<file path="config.mk">
export PLATFORM = sky130hd
export DESIGN_NAME = daisy_chain_requester_flat
export DESIGN_NICKNAME = d
export VERILOG_FILES = /design/src/rtl/daisy_chain_requester_pkg.sv /design/src/rtl/daisy_chain_requester_if.sv /design/src/rtl/daisy_chain_requester.sv /design/src/flat_wrapper.sv
export SDC_FILE = /design/constraint.sdc
export NUM_CORES = 1
export LEC_CHECK = 0
export ABC_AREA = 1
export CAP_MARGIN = 20
export CORE_UTILIZATION = 30
export CTS_BUF_LIST = sky130_fd_sc_hd__clkbuf_2
export DETAILED_ROUTE_END_ITERATION = 12
export MAX_ROUTING_LAYER = met4
export SLEW_MARGIN = 5
export SYNTH_ARGS = -nofsm -noshare
export SYNTH_HDL_FRONTEND = slang
export SYNTH_SLANG_ARGS = --single-unit
</file>
<file path="constraint.sdc">
create_clock -name clk -period 3.4 [get_ports clk]
set_input_delay 0.51 -clock clk [delete_from_list [all_inputs] [get_ports clk]]
set_output_delay 0.51 -clock clk [all_outputs]
set_load 0.05 [all_outputs]
</file>
<file path="src/rtl/daisy_chain_requester_pkg.sv">
// Shared types and defaults for the daisy-chain requester.
// Package daisy_req_pkg: controller state encoding and default burst-length width.
package daisy_req_pkg;

   localparam int LEN_W_DEF = 4;

   typedef enum logic [1:0] {
      IDLE = 2'd0,
      REQ  = 2'd1,
      XFER = 2'd2,
      DONE = 2'd3
   } state_e;

endpackage : daisy_req_pkg

</file>
<file path="src/rtl/daisy_chain_requester_if.sv">
// Agent/arbiter-facing signal bundle of one daisy-chain requester slot.
// slave  : the requester itself (takes commands and grant, drives request and status).
// master : the local agent plus arbiter cell side (drives command and grant).
interface daisy_chain_requester_if
   import daisy_req_pkg::*;
#(
   parameter int LEN_W = LEN_W_DEF
) ();

   logic             start;
   logic [LEN_W-1:0] len;
   logic             g;
   logic             r;
   logic             busy;
   logic             beat;
   logic             done;
   logic             timeout;

   modport slave (
      input  start, len, g,
      output r, busy, beat, done, timeout
   );

   modport master (
      output start, len, g,
      input  r, busy, beat, done, timeout
   );

endinterface : daisy_chain_requester_if

</file>
<file path="src/rtl/daisy_chain_requester.sv">
// Agent-side controller for one slot of the daisy-chain arbiter: requests the bus,
// issues one beat per granted cycle, pauses and re-requests when preempted, and
// releases the request once the burst completes.
// Optional feature macro REQ_TIMEOUT_EN: abort a request after TIMEOUT consecutive
// ungranted cycles and pulse timeout; without it the requester waits indefinitely.
module daisy_chain_requester
   import daisy_req_pkg::*;
#(
   parameter int LEN_W   = LEN_W_DEF
`ifdef REQ_TIMEOUT_EN
  ,parameter int TIMEOUT = 15
`endif
) (
   input logic                    clk,
   input logic                    rst_n,
   daisy_chain_requester_if.slave bus
);

   state_e           state_q, state_d;
   logic [LEN_W-1:0] remaining_q, remaining_d;
   logic             r_q;

`ifdef REQ_TIMEOUT_EN
   localparam int                WAIT_W    = $clog2(TIMEOUT + 1);
   localparam logic [WAIT_W-1:0] WAIT_LAST = WAIT_W'(TIMEOUT - 1);
   localparam logic [WAIT_W-1:0] WAIT_MAX  = WAIT_W'(TIMEOUT);

   logic [WAIT_W-1:0] wait_cnt_q, wait_cnt_d;
   logic              timeout_q, timeout_d;
`endif

   // Beat is the only combinational (Mealy) output: a transfer cycle that is granted right now.
   assign bus.beat = (state_q == XFER) && bus.g;
   assign bus.r    = r_q;
   assign bus.busy = (state_q != IDLE);
   assign bus.done = (state_q == DONE);
`ifdef REQ_TIMEOUT_EN
   assign bus.timeout = timeout_q;
`else
   assign bus.timeout = 1'b0;
`endif

   // Next-state, burst counter and wait counter decode.
   always_comb begin
      // NOTE: every variable gets a default before the case so no path leaves it unassigned (no latch).
      state_d     = state_q;
      remaining_d = remaining_q;
`ifdef REQ_TIMEOUT_EN
      wait_cnt_d  = wait_cnt_q;
      timeout_d   = 1'b0;
`endif
      case (state_q)
         IDLE: begin
            // A zero-length command carries no work and is dropped.
            if (bus.start && (bus.len != '0)) begin
               state_d     = REQ;
               remaining_d = bus.len;
`ifdef REQ_TIMEOUT_EN
               wait_cnt_d  = '0;
`endif
            end
         end
         REQ: begin
            // A grant on the final waiting edge still wins over the abort.
            if (bus.g) begin
               state_d = XFER;
            end
`ifdef REQ_TIMEOUT_EN
            else if (wait_cnt_q == WAIT_LAST) begin
               state_d     = IDLE;
               remaining_d = '0;
               timeout_d   = 1'b1;
            end else if (wait_cnt_q != WAIT_MAX) begin
               wait_cnt_d = wait_cnt_q + WAIT_W'(1);
            end
`endif
         end
         XFER: begin
            if (bus.g) begin
               // Remaining is at least 1 in XFER; the guard keeps the counter from ever wrapping.
               if (remaining_q != '0) begin
                  remaining_d = remaining_q - LEN_W'(1);
               end
               if (remaining_q == LEN_W'(1)) begin
                  state_d = DONE;
               end
            end else begin
               // Preempted by an upstream slot: keep the count and ask again.
               state_d = REQ;
`ifdef REQ_TIMEOUT_EN
               wait_cnt_d = '0;
`endif
            end
         end
         DONE: begin
            state_d = IDLE;
         end
         default: begin
            state_d = IDLE;
         end
      endcase
   end

   // State register; request is a registered decode of the next state so it never glitches.
   always_ff @(posedge clk or negedge rst_n) begin
      if (!rst_n) begin
         state_q     <= IDLE;
         remaining_q <= '0;
         r_q         <= 1'b0;
`ifdef REQ_TIMEOUT_EN
         wait_cnt_q  <= '0;
         timeout_q   <= 1'b0;
`endif
      end else begin
         // NOTE: non-blocking assignments so every register samples pre-edge values.
         state_q     <= state_d;
         remaining_q <= remaining_d;
         r_q         <= (state_d == REQ) || (state_d == XFER);
`ifdef REQ_TIMEOUT_EN
         wait_cnt_q  <= wait_cnt_d;
         timeout_q   <= timeout_d;
`endif
      end
   end

endmodule : daisy_chain_requester

</file>
<file path="src/flat_wrapper.sv">
// flat-port wrapper written by rule: the top's interface ports become plain ports
module daisy_chain_requester_flat import daisy_req_pkg::*;
#(
   parameter int LEN_W   = LEN_W_DEF

)
  (clk, rst_n, bus_start, bus_len, bus_g, bus_r, bus_busy, bus_beat, bus_done, bus_timeout);
  daisy_chain_requester_if #(.LEN_W(LEN_W)) bus_i ();
  input logic clk;
  input logic rst_n;
  input wire logic [$bits(bus_i.start)-1:0] bus_start;
  input wire logic [$bits(bus_i.len)-1:0] bus_len;
  input wire logic [$bits(bus_i.g)-1:0] bus_g;
  output wire logic [$bits(bus_i.r)-1:0] bus_r;
  output wire logic [$bits(bus_i.busy)-1:0] bus_busy;
  output wire logic [$bits(bus_i.beat)-1:0] bus_beat;
  output wire logic [$bits(bus_i.done)-1:0] bus_done;
  output wire logic [$bits(bus_i.timeout)-1:0] bus_timeout;
  assign bus_i.start = bus_start;
  assign bus_i.len = bus_len;
  assign bus_i.g = bus_g;
  assign bus_r = bus_i.r;
  assign bus_busy = bus_i.busy;
  assign bus_beat = bus_i.beat;
  assign bus_done = bus_i.done;
  assign bus_timeout = bus_i.timeout;
  daisy_chain_requester #(.LEN_W(LEN_W)) u_core (.clk(clk), .rst_n(rst_n), .bus(bus_i));
endmodule
</file>
Word-level counts from Yosys, hierarchy flattened
Cells that the tools add are included.
- register bits after elaboration: 7
- output and inout bits: 5
- word-level logic and storage cells: 31
- add/subtract/negate cells: 1
- equal/unequal tests: 9
- multiplexer cells: 9
- reduce and logical (&&, ||, !) cells: 9
- operators by type and width (operator ; number):
    $mux 4 ; 3
    $mux 2 ; 4
    $pmux 2 s4 ; 1
    $pmux 4 s2 ; 1
    $reduce_bool 4->1 ; 2
    $eq 2x2->1 const B ; 3
    $eq 2x1->1 const B ; 2
    $eq 4x1->1 const B ; 1
    $ne 2x2->1 const B ; 2
    $reduce_and 4->1 ; 1
    $reduce_bool 2->1 ; 2
    $sub 4x1->4 const B ; 1
    $logic_and 1x1->1 ; 2
    $logic_not 2->1 ; 1
    $ne 2x1->1 const B ; 1
    $logic_or 1x1->1 ; 1

Longest topological paths before layout
- word-level depth: 6
- mapped depth: 7

Least setup slack after synthesis
Ideal clock, no wire load.
- kind: reg2out
- from: register u_core.state_q[0]
- to: output port bus_beat
- data arrival time: 1320 ps
- data required time: 2890 ps
- setup slack: 1570 ps
- stages on the path, launching flop included: 4
- cell sequence: dfrtp_1 nor2_4 inv_2 nor2_1
- word-level cells in the longest chain between the ends: 2
- RTL lines (element ; RTL line ; RTL):
    from (decl) ; daisy_chain_requester.sv:19 ; state_e state_q, state_d;
    from (signal assigned) ; daisy_chain_requester.sv:116 ; state_q <= state_d;
    $eq 2x2->1 ; daisy_chain_requester.sv:33 ; assign bus.beat = (state_q == XFER) && bus.g;
    $logic_and 1x1->1 ; daisy_chain_requester.sv:33 ;
    to (decl) ; flat_wrapper.sv:16 ; output wire logic [$bits(bus_i.beat)-1:0] bus_beat;
No other way between the ends.

Worst setup path after layout
- from: input port bus_g
- to: output port bus_beat
- word-level cells in the longest chain between the ends: 1
- RTL lines (element ; RTL line ; RTL):
    from (decl) ; flat_wrapper.sv:13 ; input wire logic [$bits(bus_i.g)-1:0] bus_g;
    $logic_and 1x1->1 ; daisy_chain_requester.sv:33 ;
No other way between the ends.

==> impl_results.md <==
- Die Wd: about 43 um
- Crit Path Category: input pin to primary output
- Area leader, netlist: dfrtp_1
- Worst VDD drop: around 0.00029 V
- CP Launch Point: bus_g
- Post_cts resized: 0
- DRC Markers: 0
- Synth Area per Inst: 7.10 um2
- Global-route wire length before repair: approximately 1500 um
- Initial DRC Count: 11
- Placed Instances: 96
- Clock latency on the worst-skew pair: between 200 and 250 ps
- Initial Utilization: between 30% and 40%
- Hold Worst Slack: ~540 ps
- Util after Layout: a little over two fifths
- Register area share after synthesis: about a third
- CP Max Fanout: 4
- CP required: 2890 ps
- Power per cell area: 843 nW/um2
- Router iterations before antenna repair: 4
- Core ar.: roughly 1500 um2
- Total grt overflow: 0
- Worst R2R Path Depth: 7
- CTS max path bufs: 2
- H-tree level count: 1
- Skew final: 1.01 ps
- Post-DP HPWL: 749 um
- CTS tree: yes
- Mapped Nets: just over 80
- Die Ht: about 43 um
- # hold bufs at CTS: 0
- Max-slew violations: 0
- Largest net degree at the start of global routing: 8
- Total GRT Usage: 11.5%
- Post-synth top area share: between 30% and 40%
- Leakage Power: 0.325 nW
- Total number of vias: 441
- Final Routed Wirelength: approximately 900 um
- Per-cell routed wire length: 8.98 um
- Post-route minimum period: 2530 ps
- Synth unique cells: 16
- Comb pwr share: 59.5%
- Setup tns final: 0 ps
- Tcrit/Tclk final: around three quarters
- Worst r2r src: u_core.remaining_q[0]
- Clock share of power: between 10% and 20%
- Row Count: 14
- Layout cell share with drive strength beyond 1: between 10 and 15%
- Clock root cell: clkbuf_2
- Crit. End Element: primary output
- Fin area: 639 um2
- Post-Syn Area: about 500 um2
- Area growth, synth to finish: 28.7%
- Die Area: about 1800 um2
- Final setup violation count: 0
- Worst Path Arrival: just over 2000 ps
- Count of final hold-check violations: 0
- Routability congestion estimate: between 0.8 and 0.9
- Max-cap violations: 0
- Final ANT Viol Nets: 0
- Initial antenna violation count: 0
- Placement Cell Area: 619 um2
- Fin cells: 100
- Peak Freq: ~400 MHz
- Vias in the first global route: roughly 360
- Gate Count Post-Synth: 70
- IO Count: 13
- Critical Path Start Type: input pin
- # port buffers: 11
- Synthesis Warnings: 0
- Sw Pwr: roughly 270 uW
- N_diodes: 0
- RSZ-0062 raised after global routing: no
- Flops & latches, synth: 7
- Sequential share of power: about 30%
- Clock sinks: 7
- Total CTS buffers: 3
- Synth area leaders: dfrtp_1, nand2_1, ha_1
- Clock slew at reported path FFs: 70 ps
- Post CTS Setup Buffer Count: 0
- Min-delay worst type: input pin to asynchronous set/reset pin
- Status: complete, no violations
- Sw Share: around 50%
- Internal: roughly 270 uW
- Final nets: 96
- Via density: 4.41
## power by group through the flow
| stage | clock [mW] | combinational [mW] | sequential, mW |
|---|---|---|---|
| finish | 0.0589 | 0.321 | 0.159 |
| global route | 0.0638 | 0.359 | 0.164 |
| CTS | 0.0599 | 0.323 | 0.159 |
| detailed placement | 0 | 0.323 | 0.161 |
| global placement | 0 | 0.323 | 0.160 |
| floorplan | 0 | 0.225 | 0.174 |
## cell type report
| class | instances | area (um2) |
|---|---|---|
| clock buffers | 4 | 20.0 |
| fillers | 151 | 885 |
| inverters | 11 | 41.3 |
| multi-input cells | 51 | 273 |
| flip-flops and latches | 7 | 175 |
| well taps | 16 | 20.0 |
| repair buffers | 11 | 110 |
## final timing paths
kind	endpoint	slack (ps)
worst max-delay path	bus_beat	870
worst min register to register	u_core.remaining_q[3]	560
worst min-delay path	u_core.remaining_q[1]	540
worst max register to register	u_core.remaining_q[2]	2050
max in group asynchronous	u_core.state_q[1]	2640
min in group clk	u_core.remaining_q[3]	560
## flip-flops by register name, summed over array words and instances (netlist names)
| register | flops |
|---|---|
| u_core.remaining_q | 4 |
| u_core.bus.r | 1 |
| u_core.state_q | 2 |
## per-layer routing
metal  track usage, %  vias to the layer above  routed length (um)
li1                 -                      243                   -
met1             16.8                      186                 470
met2             14.5                       10                 394
met3             1.28                        2                  19
met4             7.50                        0                  14
met5                -                        -                   0
## per-stage QoR
| stage | setup WS (ps) | power, mW |
|---|---|---|
| floorplan | 1570 | 0.399 |
| detailed placement | 885 | 0.483 |
| global route | 822 | 0.587 |
| CTS | 868 | 0.543 |
| global placement | 882 | 0.482 |
| finish | 872 | 0.539 |
## layout by cell type, fill, tap and decap left out
master / instances
nand2_1: 20
clkdlybuf4s50_1: 11
inv_1: 9
nor2_1: 7
dfrtp_1: 7
nand3_1: 6
clkbuf_2: 4
nor3_1: 3
o21ai_1: 3
ha_1: 3
nor2_4: 2
inv_2: 2
nand3_2: 2
o21ai_0: 2
nand2_4: 1
or2_2: 1
conb_1: 1
## cell families (layout without fill, tap and decap cells)
| kind of cell | after synthesis | in the layout | share of synthesized area [%] |
|---|---|---|---|
| other cells | 1 | 1 | 0.755 |
| fa+ha+maj | 3 | 3 | 7.56 |
| compound gates | 5 | 5 | 5.04 |
| buf+inv | 12 | 26 | 9.82 |
| flops | 7 | 7 | 35.3 |
| simple gates | 42 | 42 | 41.6 |
## synthesized netlist by cell type, drive strengths merged
cell type	count
buf	1
conb	1
dfrtp	7
ha	3
inv	11
nand2	21
nand3	8
nor2	9
nor3	3
o21ai	5
or2	1
## critical path, cell delays in order
cell and delay, ps:
clkdlybuf4s50_1 500, inv_1 100, nor2_1 110, clkdlybuf4s50_1 800
(Power assumes the default switching activity.)
